==> src/rtl/vend_pkg.sv <==
// vend_pkg: shared constants, types and helper functions for the vending
// machine transaction sequencer.
//   - slot count, credit limit and arithmetic width
//   - coin codes with their cent values
//   - top-level state enum and display mode codes
package vend_pkg;

  localparam int NUM_SLOTS  = 9;
  localparam int MAX_CREDIT = 500;
  localparam int VAL_W      = 10;
  localparam int SLOT_W     = 4;

  localparam logic [SLOT_W-1:0] LAST_SLOT = 4'd8;

  localparam logic [2:0] COIN_5   = 3'd0;
  localparam logic [2:0] COIN_10  = 3'd1;
  localparam logic [2:0] COIN_25  = 3'd2;
  localparam logic [2:0] COIN_50  = 3'd3;
  localparam logic [2:0] COIN_100 = 3'd4;
  localparam logic [2:0] COIN_500 = 3'd5;

  localparam logic [1:0] MODE_CREDIT = 2'd0;
  localparam logic [1:0] MODE_PRICE  = 2'd1;
  localparam logic [1:0] MODE_CHANGE = 2'd2;

  typedef enum logic [2:0] {
    IDLE     = 3'd0,
    CREDIT   = 3'd1,
    DISPENSE = 3'd2,
    PAYOUT   = 3'd3,
    RETURN   = 3'd4
  } state_e;

  // Cent value of a coin code; the two unused codes are worth nothing.
  function automatic logic [VAL_W-1:0] coin_value(input logic [2:0] code);
    logic [VAL_W-1:0] v;
    case (code)
      COIN_5:   v = 10'd5;
      COIN_10:  v = 10'd10;
      COIN_25:  v = 10'd25;
      COIN_50:  v = 10'd50;
      COIN_100: v = 10'd100;
      COIN_500: v = 10'd500;
      default:  v = 10'd0;
    endcase
    return v;
  endfunction

  function automatic logic coin_is_valid(input logic [2:0] code);
    return (code <= COIN_500);
  endfunction

  // Largest change coin not exceeding the amount. The machine only pays
  // change in 100/25/10/5; below 5 the caller stops before asking.
  function automatic logic [2:0] change_coin(input logic [VAL_W-1:0] amt);
    logic [2:0] c;
    if (amt >= 10'd100) begin
      c = COIN_100;
    end else if (amt >= 10'd25) begin
      c = COIN_25;
    end else if (amt >= 10'd10) begin
      c = COIN_10;
    end else begin
      c = COIN_5;
    end
    return c;
  endfunction

endpackage

==> src/rtl/vend_payout.sv <==
// vend_payout: greedy change payer. A start pulse loads the amount; the block
// then ejects one coin at a time through the eject req/ack handshake and
// pulses done once less than 5c remains (the sub-5c remainder is dropped).
//   start_i/amount_i : load request and amount in cents
//   eject_ack_i      : ejector released the current coin
//   eject_req_o/eject_coin_o : coin request, stable until acknowledged
//   remaining_o      : change still owed, active_o : payout in progress
//   done_o           : one-cycle completion pulse
module vend_payout
  import vend_pkg::*;
(
  input  logic             clk,
  input  logic             reset,
  input  logic             start_i,
  input  logic [VAL_W-1:0] amount_i,
  input  logic             eject_ack_i,
  output logic             eject_req_o,
  output logic [2:0]       eject_coin_o,
  output logic [VAL_W-1:0] remaining_o,
  output logic             active_o,
  output logic             done_o
);

  typedef enum logic [1:0] {
    P_IDLE = 2'd0,
    P_PICK = 2'd1,
    P_WAIT = 2'd2
  } pay_state_e;

  pay_state_e       state_q;
  logic [VAL_W-1:0] amt_q;
  logic             req_q;
  logic [2:0]       coin_q;
  logic             done_q;

  // Pick/wait loop; the pick cycle after every ack keeps the request low
  // for one cycle between consecutive coins.
  always_ff @(posedge clk) begin
    if (reset) begin
      state_q <= P_IDLE;
      amt_q   <= 10'd0;
      req_q   <= 1'b0;
      coin_q  <= 3'd0;
      done_q  <= 1'b0;
    end else begin
      done_q <= 1'b0;
      case (state_q)
        P_IDLE: begin
          if (start_i) begin
            amt_q   <= amount_i;
            state_q <= P_PICK;
          end
        end
        P_PICK: begin
          if (amt_q < 10'd5) begin
            amt_q   <= 10'd0;
            done_q  <= 1'b1;
            state_q <= P_IDLE;
          end else begin
            coin_q  <= change_coin(amt_q);
            req_q   <= 1'b1;
            state_q <= P_WAIT;
          end
        end
        P_WAIT: begin
          if (eject_ack_i) begin
            req_q   <= 1'b0;
            amt_q   <= amt_q - coin_value(coin_q);
            state_q <= P_PICK;
          end
        end
        default: begin
          req_q   <= 1'b0;
          state_q <= P_IDLE;
        end
      endcase
    end
  end

  assign eject_req_o  = req_q;
  assign eject_coin_o = coin_q;
  assign remaining_o  = amt_q;
  assign active_o     = (state_q != P_IDLE);
  assign done_o       = done_q;

endmodule

==> src/rtl/vend_controller.sv <==
// vend_controller: vending machine transaction sequencer.
//   coin_valid/coin_code, sel_valid/sel_slot, cancel : one-cycle user strobes
//   cfg_we/cfg_slot/cfg_price/cfg_stock : price and stock table write (IDLE only)
//   dispense_req/dispense_slot/dispense_ack : dispenser handshake
//   eject_req/eject_coin/eject_ack : coin ejector handshake (change or rejected coin)
//   credit, disp_value, disp_mode : credit and display formatter feed
//   grn_led/red_led : per-slot affordable / unavailable indicators
//   busy : high while dispensing, paying out or returning a coin
module vend_controller
  import vend_pkg::*;
(
  input  logic                 clk,
  input  logic                 reset,
  input  logic                 coin_valid,
  input  logic [2:0]           coin_code,
  input  logic                 sel_valid,
  input  logic [3:0]           sel_slot,
  input  logic                 cancel,
  input  logic                 cfg_we,
  input  logic [3:0]           cfg_slot,
  input  logic [8:0]           cfg_price,
  input  logic [3:0]           cfg_stock,
  output logic                 dispense_req,
  output logic [3:0]           dispense_slot,
  input  logic                 dispense_ack,
  output logic                 eject_req,
  output logic [2:0]           eject_coin,
  input  logic                 eject_ack,
  output logic [VAL_W-1:0]     credit,
  output logic [VAL_W-1:0]     disp_value,
  output logic [1:0]           disp_mode,
  output logic [NUM_SLOTS-1:0] grn_led,
  output logic [NUM_SLOTS-1:0] red_led,
  output logic                 busy
);

  state_e               state_q;
  logic [VAL_W-1:0]     credit_q;
  logic [VAL_W-1:0]     change_q;
  logic [8:0]           price_q [NUM_SLOTS];
  logic [3:0]           stock_q [NUM_SLOTS];
  logic                 disp_req_q;
  logic [3:0]           disp_slot_q;
  logic                 ret_req_q;
  logic [2:0]           ret_coin_q;
  logic [VAL_W-1:0]     disp_value_q;
  logic [1:0]           disp_mode_q;
  logic [NUM_SLOTS-1:0] grn_q;
  logic [NUM_SLOTS-1:0] red_q;
  logic                 busy_q;
  logic                 pay_start_q;

  logic [VAL_W-1:0]     sel_price_s;
  logic [3:0]           sel_stock_s;
  logic                 sel_ok_s;
  logic [VAL_W-1:0]     coin_val_s;
  logic [VAL_W:0]       sum_s;

  logic                 pay_req_s;
  logic [2:0]           pay_coin_s;
  logic [VAL_W-1:0]     pay_remaining_s;
  logic                 pay_active_s;
  logic                 pay_done_s;

  // Table lookup for the selected slot; out-of-range slots read as disabled.
  always_comb begin
    sel_price_s = 10'd0;
    sel_stock_s = 4'd0;
    if (sel_slot <= LAST_SLOT) begin
      sel_price_s = {1'b0, price_q[sel_slot]};
      sel_stock_s = stock_q[sel_slot];
    end else begin
      sel_price_s = 10'd0;
      sel_stock_s = 4'd0;
    end
    sel_ok_s   = (sel_price_s != 10'd0) && (sel_stock_s != 4'd0) &&
                 (credit_q >= sel_price_s);
    coin_val_s = coin_value(coin_code);
    // One extra bit so the limit check cannot wrap.
    sum_s      = {1'b0, credit_q} + {1'b0, coin_val_s};
  end

  vend_payout u_payout (
    .clk          (clk),
    .reset        (reset),
    .start_i      (pay_start_q),
    .amount_i     (change_q),
    .eject_ack_i  (eject_ack),
    .eject_req_o  (pay_req_s),
    .eject_coin_o (pay_coin_s),
    .remaining_o  (pay_remaining_s),
    .active_o     (pay_active_s),
    .done_o       (pay_done_s)
  );

  // Transaction FSM with table, LED and display registers.
  always_ff @(posedge clk) begin
    if (reset) begin
      state_q      <= IDLE;
      credit_q     <= 10'd0;
      change_q     <= 10'd0;
      disp_req_q   <= 1'b0;
      disp_slot_q  <= 4'd0;
      ret_req_q    <= 1'b0;
      ret_coin_q   <= 3'd0;
      disp_value_q <= 10'd0;
      disp_mode_q  <= MODE_CREDIT;
      busy_q       <= 1'b0;
      pay_start_q  <= 1'b0;
      grn_q        <= {NUM_SLOTS{1'b0}};
      red_q        <= {NUM_SLOTS{1'b1}};
      for (int i = 0; i < NUM_SLOTS; i++) begin
        price_q[i] <= 9'd0;
        stock_q[i] <= 4'd0;
      end
    end else begin
      pay_start_q <= 1'b0;
      for (int i = 0; i < NUM_SLOTS; i++) begin
        grn_q[i] <= (credit_q >= {1'b0, price_q[i]}) && (price_q[i] != 9'd0) &&
                    (stock_q[i] != 4'd0) && (credit_q != 10'd0);
        red_q[i] <= (price_q[i] == 9'd0) || (stock_q[i] == 4'd0);
      end

      case (state_q)
        IDLE: begin
          if (cancel) begin
            // nothing to refund
          end else if (sel_valid) begin
            disp_value_q <= sel_price_s;
            disp_mode_q  <= MODE_PRICE;
          end else if (coin_valid) begin
            // Any coin fits when credit is zero, so no limit check here.
            if (coin_is_valid(coin_code)) begin
              credit_q     <= coin_val_s;
              disp_value_q <= coin_val_s;
              disp_mode_q  <= MODE_CREDIT;
              state_q      <= CREDIT;
            end
          end else if (cfg_we && (cfg_slot <= LAST_SLOT)) begin
            price_q[cfg_slot] <= cfg_price;
            stock_q[cfg_slot] <= cfg_stock;
          end
        end

        CREDIT: begin
          if (cancel) begin
            change_q     <= credit_q;
            credit_q     <= 10'd0;
            disp_value_q <= credit_q;
            disp_mode_q  <= MODE_CHANGE;
            if (credit_q != 10'd0) begin
              pay_start_q <= 1'b1;
              busy_q      <= 1'b1;
              state_q     <= PAYOUT;
            end else begin
              state_q <= IDLE;
            end
          end else if (sel_valid) begin
            if (sel_ok_s) begin
              change_q             <= credit_q - sel_price_s;
              credit_q             <= 10'd0;
              stock_q[sel_slot]    <= sel_stock_s - 4'd1;
              disp_req_q           <= 1'b1;
              disp_slot_q          <= sel_slot;
              disp_value_q         <= credit_q - sel_price_s;
              disp_mode_q          <= MODE_CHANGE;
              busy_q               <= 1'b1;
              state_q              <= DISPENSE;
            end else begin
              disp_value_q <= sel_price_s;
              disp_mode_q  <= MODE_PRICE;
            end
          end else if (coin_valid && coin_is_valid(coin_code)) begin
            if (sum_s <= (VAL_W+1)'(MAX_CREDIT)) begin
              credit_q     <= sum_s[VAL_W-1:0];
              disp_value_q <= sum_s[VAL_W-1:0];
              disp_mode_q  <= MODE_CREDIT;
            end else begin
              ret_req_q  <= 1'b1;
              ret_coin_q <= coin_code;
              busy_q     <= 1'b1;
              state_q    <= RETURN;
            end
          end
        end

        DISPENSE: begin
          if (dispense_ack && disp_req_q) begin
            disp_req_q <= 1'b0;
            if (change_q != 10'd0) begin
              pay_start_q <= 1'b1;
              state_q     <= PAYOUT;
            end else begin
              disp_value_q <= 10'd0;
              disp_mode_q  <= MODE_CREDIT;
              busy_q       <= 1'b0;
              state_q      <= IDLE;
            end
          end
        end

        PAYOUT: begin
          if (pay_done_s) begin
            change_q     <= 10'd0;
            disp_value_q <= 10'd0;
            disp_mode_q  <= MODE_CREDIT;
            busy_q       <= 1'b0;
            state_q      <= IDLE;
          end else if (pay_active_s) begin
            // Track the payer so the display counts the change down.
            change_q     <= pay_remaining_s;
            disp_value_q <= pay_remaining_s;
          end
        end

        RETURN: begin
          if (eject_ack && ret_req_q) begin
            ret_req_q    <= 1'b0;
            disp_value_q <= credit_q;
            disp_mode_q  <= MODE_CREDIT;
            busy_q       <= 1'b0;
            state_q      <= CREDIT;
          end
        end

        default: begin
          disp_req_q <= 1'b0;
          ret_req_q  <= 1'b0;
          busy_q     <= 1'b0;
          state_q    <= IDLE;
        end
      endcase
    end
  end

  // The payer and the rejected-coin return never run at the same time.
  assign eject_req     = pay_req_s | ret_req_q;
  assign eject_coin    = ret_req_q ? ret_coin_q : pay_coin_s;
  assign dispense_req  = disp_req_q;
  assign dispense_slot = disp_slot_q;
  assign credit        = credit_q;
  assign disp_value    = disp_value_q;
  assign disp_mode     = disp_mode_q;
  assign grn_led       = grn_q;
  assign red_led       = red_q;
  assign busy          = busy_q;

endmodule

==> config.mk <==
export PLATFORM = sky130hd
export DESIGN_NAME = vend_controller
export DESIGN_NICKNAME = d
export VERILOG_FILES = /design/src/rtl/vend_pkg.sv /design/src/rtl/vend_payout.sv /design/src/rtl/vend_controller.sv
export SDC_FILE = /design/constraint.sdc
export NUM_CORES = 1
export LEC_CHECK = 0
export ABC_AREA = 1
export CAP_MARGIN = 20
export CORE_MARGIN = 3
export CORE_UTILIZATION = 40
export DETAILED_ROUTE_END_ITERATION = 10
export PLACE_DENSITY = 0.54
export SLEW_MARGIN = 20
export SYNTH_ARGS = -nofsm -noshare
export SYNTH_HDL_FRONTEND = slang
export SYNTH_HIERARCHICAL = 1
export SYNTH_SLANG_ARGS = --single-unit
==> constraint.sdc <==
create_clock -name clk -period 6.3 [get_ports clk]
set_clock_uncertainty 0.2 [all_clocks]
set_input_delay 1.26 -clock clk [delete_from_list [all_inputs] [get_ports clk]]
set_output_delay 1.26 -clock clk [all_outputs]
set_load 0.01 [all_outputs]
==> flow_summary_export.csv <==
group,metric,value,unit
status,status,"finished, final reports clean",
setup_path,crit_path_start_kind,"primary input",
setup_path,worstPathCellList,"clkdlybuf4s50_1 -> inv_4 -> buf_4 -> nand2_2 -> o21ai_1 -> nand2_1 -> nand2_1 -> nand2_1 -> nand2_1 -> ha_1 -> a21o_1 -> a21oi_1 -> nand2_1 -> a21oi_1 -> nor2_8 -> nand4_4 -> o21ai_2 -> inv_1 -> nand2_1 -> o21ai_1",
placement,gp_congestion,0.954,
layout,area_delta_synth_final,13.8,%
cts,cts_sinks,198,
cts,cts_tree,"done",
yosys,async_flop_share,0,%
placement,dp.final_hpwl,36.1,mm
setup_path,path_common_cell,"nand2_1",
grt,grt_pass1_vias,12700,
sta,rsz0062_at_grt,"false",
yosys,synthAdderAreaFrac,10.6,%
sta,period_share,88.6,%
pwr,power_leakage,0.00721,uW
yosys,netlist_instances,1891,
setup_path,crit_type,"in -> reg",
yosys,synth_nets,2039,
pwr,power.density,353,nW/um^2
sta,hold_viol_final,0,
placement,dp_cells,2401,
cts,postCtsHoldBufs,0,
yosys,synth-seq-area-share,36.8,%
layout,final_nets,2120,
yosys,synth_simple_gate_area_share,29.2,%
yosys,yosysWarnings,6,
sta,period_minus_slack,5580,ps
run,maxCapViolations,0,
die,start_util,41.1,%
placement,numPortBuffers,81,
cts,post-cts-setup-buffers,0,
detailed_routing,drt_iter0_drc,1097,
layout,postLayoutCoreUtil,46.8,%
grt,track_usage,26.2,%
grt,globalRouteOverflowTotal,0,
cts,cts_resized,0,
layout,antenna_cells,0,
detailed_routing,ant_nets,0,
yosys,synth_top_family_by_area,"simple AND/OR/NAND/NOR gates",
cts,cts-root-buf,"clkbuf_16",
yosys,synth_top_area_share,25.2,%
cts,clkSlewWorstSetupHoldPaths,70,ps
sta,tns,0,ps
yosys,synth_compound_area_share,12.8,%
layout,layout_commonest_cell,"nand2_1",
setup_path,critPathMaxFanout,26,
layout,fill_cells,3498,
placement,dpl-instance-area,15300,sq um
cts,h-tree-depth,4,
setup_path,crit_arrival,5510,ps
sta,slew_viol_final,0,
detailed_routing,dr_total_vias,13200,
detailed_routing,wl_per_cell,19.7,um
yosys,ys_top_cells_by_area,"edfxtp_1, dfxtp_1, nand2_1",
sta,finalSetupViolations,0,
layout,mostFrequentLayoutCells,"nand2_1, inv_1, nor2_1",
layout,finalInstanceArea,15900,sq um
die,die_w,193,um
setup_path,worst_ep_required_time,6230,ps
yosys,syn_area,14000,sq um
detailed_routing,viasPerCell,5.42,
yosys,synth_edf_count,117,
cts,clock_path_buffers,2,
layout,stdcell_count,2433,
yosys,ys_types,58,
setup_path,crit_slowest_cell,"clkdlybuf4s50_1",
grt,antenna_found_initial,0,
die,core_area,34000,sq um
cts,cts_buffers,17,
setup_path,critPathMaxStageDelay,630,ps
setup_path,worstSetupEndpointType,"register",
layout,layout-drive-gt1-share,7.00,%
detailed_routing,drc,0,
yosys,avgSynthCellArea,7.39,sq um
sta,slew_headroom,30.3,%
detailed_routing,dr.pass1.iters,6,
grt,grt_pass1_wl,73.4,mm
detailed_routing,wl,48.0,mm
sta,fmaxAchievable,179,MHz
worst_hold_path,hold_path.class,"reg -> reg",
yosys,synth-main-ff-cell,"edfxtp_1",
die,ios,82,
yosys,synthMuxAreaShare,0,%
sta,worstMarginPinSlew,1040,ps
pwr,irDropWorstVdd,0.224,mV
die,row_count,67,
yosys,synth_xor_area_share,1.00,%
die,dieArea,37200,sq um
cts,insertion_delay,470,ps
yosys,synth_top_cell_by_area,"edfxtp_1",
setup_path,ff2ff_setup_slack,1990,ps
yosys,ys_ff_latch,198,
grt,grt_max_degree,44,
die,die_h,193,um
==> kinds of logic after synthesis <==
group,after synthesis
adders and majority gates,116
DFF,198
buffers and inverters,328
AOI/OAI and AO/OA,311
xor gates and xnor gates,16
and+or+nand+nor,922
==> synthesized netlist by cell type, drive strengths merged (8+ instances only) <==
cell / n
nor4: 35
nor3: 45
ha: 113
nand3: 137
o21a: 9
nand4: 20
buf: 27
clkbuf: 21
o21ai: 127
xor2: 13
dfxtp: 81
edfxtp: 117
o22ai: 14
nand2: 431
a31oi: 16
o211ai: 9
a211oi: 8
nor2: 247
a21oi: 108
inv: 269
clkinv: 11
==> through the flow <==
| step | hold WS [ps] | setup WS [ps] | power (uW) |
|---|---|---|---|
| final | 261 | 717 | 5610 |
| after detailed placement | 253 | 278 | 4440 |
| after global routing | 291 | 436 | 6020 |
| after global placement | 235 | 418 | 4440 |
| after CTS | 265 | 741 | 5610 |
| after floorplan | 225 | 1530 | 3480 |
==> power by group <==
group | switching [uW] | internal (uW) | total, uW | leakage [uW]
Clock | 573 | 577 | 1150 | 0.000304
Combinational | 1800 | 984 | 2790 | 0.00504
Sequential | 150 | 1520 | 1670 | 0.00187
==> path summary, 6_finish.rpt <==
| kind | start | endpoint | cells past startpoint |
|---|---|---|---|
| worst max-delay path | sel_slot[1] | stock_q[2][1] | 20 |
| worst min-delay path | busy | busy | 2 |
| worst max register to register | price_q[1][0] | stock_q[2][1] | 23 |
| worst min register to register | busy | busy | 2 |
==> area by class of cell <==
type | count | area [sq um] | share of cell area (%)
sequential | 198 | 5130 | 32.3
multi-input combinational | 1365 | 7500 | 47.1
inverter | 280 | 1050 | 6.62
timing repair buffer | 110 | 1030 | 6.50
clock buffer | 17 | 425 | 2.67
clock inverter | 15 | 199 | 1.25
tap | 448 | 561 | 3.52
==> routing by layer <==
layer | wire (um) | GRT usage (%) | vias up
li1 | - | - | 6477
met1 | 21100 | 34.2 | 6157
met2 | 22600 | 44.4 | 454
met3 | 2740 | 3.87 | 96
met4 | 1630 | 9.05 | 0
met5 | 0 | 0 | -
==> sequential cells by signal, indices dropped and copies added, names as in the netlist <==
register / count
price_q: 81
stock_q: 36
change_q: 10
credit: 10
disp_value: 10
u_payout/remaining_o: 10
grn_led: 9
red_led: 9
dispense_slot: 4
ret_coin_q: 3
state_q: 3
u_payout/eject_coin_o: 3
disp_mode: 2
u_payout/state_q: 2
busy: 1
dispense_req: 1
pay_start_q: 1
ret_req_q: 1
u_payout/done_o: 1
u_payout/eject_req_o: 1
==> critical path: cells and delay by family <==
family	cells	cell delay [ps]
and+or+nand+nor	9	1170
AOI/OAI and AO/OA	6	1370
adders and majority gates	1	340
buffers and inverters	4	1330
No activity file was read; power rests on OpenSTA's default activity.
==> RTL edit 1, RTL diff (same flow settings) <==
Reset style: asynchronous (`reset`), changed in 2 clocked blocks.
--- a/src/rtl/vend_payout.sv
+++ b/src/rtl/vend_payout.sv
@@ -37,3 +37,3 @@
   // for one cycle between consecutive coins.
-  always_ff @(posedge clk) begin
+  always_ff @(posedge clk or posedge reset) begin
     if (reset) begin
--- a/src/rtl/vend_controller.sv
+++ b/src/rtl/vend_controller.sv
@@ -96,3 +96,3 @@
   // Transaction FSM with table, LED and display registers.
-  always_ff @(posedge clk) begin
+  always_ff @(posedge clk or posedge reset) begin
     if (reset) begin
Behaviour: not the same (a bounded check fails within 4 cycles, from zero or initial values and one cycle with reset high; the reset may be asserted at any time).
==> RTL edit 1 against the original RTL <==
  * Highest routed layer unchanged
  * Register-to-register slack better by 0.54 ns
  * Setup slack better by 0.36 ns
  * Power up 9.0%
  * Global-route usage up 0.054 points
  * Final area up 2.5%
  * Routed wire length up 4.6%
  * Synthesized cell count up 6.2%
  * Combinational power up 15%
  * Clock power up 9%
  * Largest power group unchanged
  * Sequential cell count unchanged
  * Area after synthesis up 2.4%
  * Critical path depth up 5
==> RTL edit 1: results <==
group,metric,value,unit
finish,reg_top3,"price_q: 81 flops, stock_q: 36 flops",
detailed_routing,drtIter0Drc,1246,
synthesis,yosys_most_used_dff,"dfrtp_1",
detailed_routing,routed_via_density,5.435,
sta,fin_setup_tns,0,ns
clock_network,root_buffer,"clkbuf_16",
synthesis,synth_area_leaders,"dfrtp_1 33%, nand2_1 18%, ha_1 9.9%",
global_routing,grt_pass1_wl,77.73,mm
power_and_ir_drop,peakVddDrop,0.0002244,V
finish,drive_above_1_share,7.139,%
global_routing,globalRouteTotalUtil,26.30,%
critical_path,max_stage_delay,0.43,ns
placement,place_ws,0.6618,ns
critical_path,critPathTopFamily,"simple AND/OR/NAND/NOR gates",
power_and_ir_drop,p_leak,8.036,nW
hold_path,hold_path_class,"reg -> reg",
placement,gp_congestion,0.9677,
global_routing,grt_pass1_vias,13390,
status,status,"finished clean",
synthesis,synth_nets,2157,
die,die_x,195.1,microns
detailed_routing,drt-total-wl,50.21,mm
sta,tightest_slew,0.9952,ns
global_routing,grt_max_degree,128,
synthesis,seq_area_frac_synth,34.72,%
finish,insertedDiodeCount,0,
placement,post_dp_cell_area,0.01564,sq mm
synthesis,ys_warn_count,6,
synthesis,yosysUniqueCellTypes,57,
global_routing,antenna_found_initial,0,
placement,hpwlAfterDp,37.60,mm
critical_path,critical_path_arrival,5.37,ns
clock_network,htree_levels,4,
clock_network,clock_latency,0.46,ns
synthesis,synthTopCellsByCount,"682 x nand2_1, 228 x inv_1, 189 x dfrtp_1",
detailed_routing,firstDrtPassIters,6,
synthesis,ys_async_sr_fraction,100.0,%
==> RTL edit 1: per-stage QoR <==
| stage | std cells | hold WS (ns) |
|---|---|---|
| global placement | 2524 | 0.2618 |
| CTS | 2556 | 0.2850 |
| global route | 2556 | 0.2998 |
| finish | 2556 | 0.2790 |
| floorplan | 2009 | 0.2242 |
| detailed placement | 2524 | 0.2655 |
==> RTL edit 1: path summary, 6_finish.rpt <==
kind                          startpoint                        to  slack (ns)  depth (start not counted)
max reg2reg                   state_q[1]               price_q[26]        2.53                          8
min in group asynchronous          reset  u_payout/eject_coin_o[0]        1.12                          2
min                        disp_value[7]             disp_value[7]        0.28                          2
max in group asynchronous          reset               price_q[56]        4.10                          3
min reg2reg                disp_value[7]             disp_value[7]        0.28                          2
max                          sel_slot[0]                stock_q[8]        1.08                         25
==> RTL edit 1: kinds of logic (layout without fill, tap and decap cells) <==
| logic type | count (synthesis) | after routing | share of synthesized area (%) |
|---|---|---|---|
| AND/OR/NAND/NOR | 1019 | 1019 | 30.22 |
| buffers and inverters | 286 | 378 | 8.171 |
| adder cells (fa/ha/maj) | 116 | 116 | 10.31 |
| flip-flops | 198 | 198 | 34.72 |
| XOR/XNOR | 14 | 14 | 0.8573 |
| AO/OA/AOI/OAI | 376 | 376 | 15.72 |
==> RTL edit 1: report_power, final <==
group / switching (mW) / total [mW] / internal (mW)
clock network: 0.558 / 1.25 / 0.689
logic: 2.06 / 3.21 / 1.14
registers: 0.206 / 1.66 / 1.45
total: 2.83 / 6.11 / 3.29
==> RTL edit 1: area by class of cell <==
class | count | area, sq um
fill | 3656 | 18590
multi-input combinational | 1525 | 8177
sequential | 198 | 4966
timing repair buffer | 107 | 1018
inverter | 239 | 910.9
tap | 455 | 569.3
clock buffer | 18 | 439.2
clock inverter | 14 | 216.5
==> RTL edit 1: routing by layer <==
| layer | routed length, microns | vias up | share of wire, % | GRT usage [%] |
|---|---|---|---|---|
| met5 | 0 | - | 0 | 0 |
| met4 | 1810 | 0 | 3.6 | 9.480 |
| met3 | 2620 | 90 | 5.2 | 3.537 |
| met2 | 23290 | 436 | 46 | 43.23 |
| met1 | 22480 | 6574 | 45 | 35.61 |
| li1 | - | 6793 | - | - |
==> RTL edit 1: worst register-to-register path, cell delays in order (launching register included) <==
cell,delay (ns)
dfrtp_1,0.42
nor2_1,0.28
inv_1,0.13
nor2_1,0.33
inv_1,0.10
or2_2,0.35
nor3_1,0.82
nand2_1,0.68
o21ai_0,0.38
==> RTL edit 2, RTL diff (same settings) <==
Without the edit above. Set the package constant `MAX_CREDIT` to 375 (it was 500).
--- a/src/rtl/vend_pkg.sv
+++ b/src/rtl/vend_pkg.sv
@@ -8,3 +8,3 @@
   localparam int NUM_SLOTS  = 9;
-  localparam int MAX_CREDIT = 500;
+  localparam int MAX_CREDIT = 375;
   localparam int VAL_W      = 10;
Check against the original RTL: no difference found for any inputs over 4 cycles, from zero or initial values and one cycle with reset high; that may be too few to reach the edited logic, so the function may still have changed.
==> RTL edit 2 against the original RTL <==
  * Critical path depth fell by 2
  * Routed wire length rose by 1.2%
  * Count of clock-buffer cells in the layout rose by 1
  * Final area rose by 0.40%
  * Setup slack improved by 0.096 ns
  * Global-route usage fell by 0.87 points
  * Maximum frequency rose by 1.7%
  * Combinational power rose by 2%
  * Sequential cell count did not move
  * Power rose by 0.57%
  * Area after synthesis rose by 0.47%
  * Critical endpoint is now stock_q[6][1]
  * Highest routed layer unchanged
==> RTL edit 2: results <==
group,metric,value,unit
finish,nets,2148,
synthesis,synthXorXnorAreaFrac,0.8113,%
finish,drive_above_1_share,7.551,%
detailed_routing,wl_per_cell,19.73,microns
critical_path,critical_path_arrival,5.41,ns
sta,max_freq,182.3,MHz
synthesis,synth_area_leaders,"edfxtp_1 25%, dfxtp_1 12%, nand2_1 12%",
sta,slew_headroom,32.24,%
global_routing,grt_use_met3,3.114,%
critical_path,reg2reg_setup_slack,2.03,ns
detailed_routing,drtIter0Drc,1304,
placement,post_dp_cell_area,0.01536,sq mm
global_routing,grt_use_met1,34.41,%
detailed_routing,via_count,13340,
status,status,"finished clean",
synthesis,synth_fa_ha_area_share,10.50,%
power_and_ir_drop,clkPwrFrac,20.2,%
synthesis,yosysUniqueCellTypes,60,
global_routing,grt_use_met2,41.79,%
placement,place_ws,0.3612,ns
synthesis,netlist_instances,1915,
global_routing,grt_max_degree,57,
critical_path,cp_slowest_cell,"clkdlybuf4s50_1",
power_and_ir_drop,peakVddDrop,0.0002284,V
detailed_routing,drt-total-wl,48.55,mm
placement,gp_congestion,0.9877,
finish,n_fill_cell,3556,
critical_path,path_max_fanout,28,
power_and_ir_drop,p_per_area,353.1,mW/mm^2
synthesis,seq_area_frac_synth,36.59,%
placement,hpwlAfterDp,37.37,mm
placement,placed_cells,2429,
power_and_ir_drop,p_leak,7.306,nW
critical_path,max_stage_delay,0.58,ns
detailed_routing,firstDrtPassIters,5,
synthesis,synthTopCellsByCount,"432 x nand2_1, 250 x inv_1, 247 x nor2_1",
synthesis,synth_compound_area_share,12.55,%
power_and_ir_drop,p_sw_share,44.55,%
global_routing,grt_pass1_wl,73.98,mm
==> RTL edit 2: worst paths after layout <==
check,startpoint,to
max,sel_slot[1],stock_q[6][1]
min,ret_coin_q[0],ret_coin_q[0]
max reg2reg,credit[0],stock_q[6][1]
min reg2reg,ret_coin_q[0],ret_coin_q[0]
==> RTL edit 2: cells by family (layout without fill, tap and decap cells) <==
group                    Yosys count  after routing
buffers and inverters            328            426
adder cells (fa/ha/maj)          116            116
AND/OR/NAND/NOR                  952            952
XOR/XNOR                          13             13
AO/OA/AOI/OAI                    308            308
flip-flops                       198            198
==> RTL edit 2: area by class of cell <==
cell class | count | share of cell area (%)
multi-input combinational | 1389 | 47.22
clock inverter | 14 | 1.097
inverter | 276 | 6.519
clock buffer | 18 | 2.688
sequential | 198 | 32.16
tap | 448 | 3.510
timing repair buffer | 118 | 6.809
==> RTL edit 2: metal layers <==
layer	share of wire, %	vias up
met5	0	-
met4	3.3	0
met3	5.8	83
met1	45	6204
li1	-	6543
met2	46	509
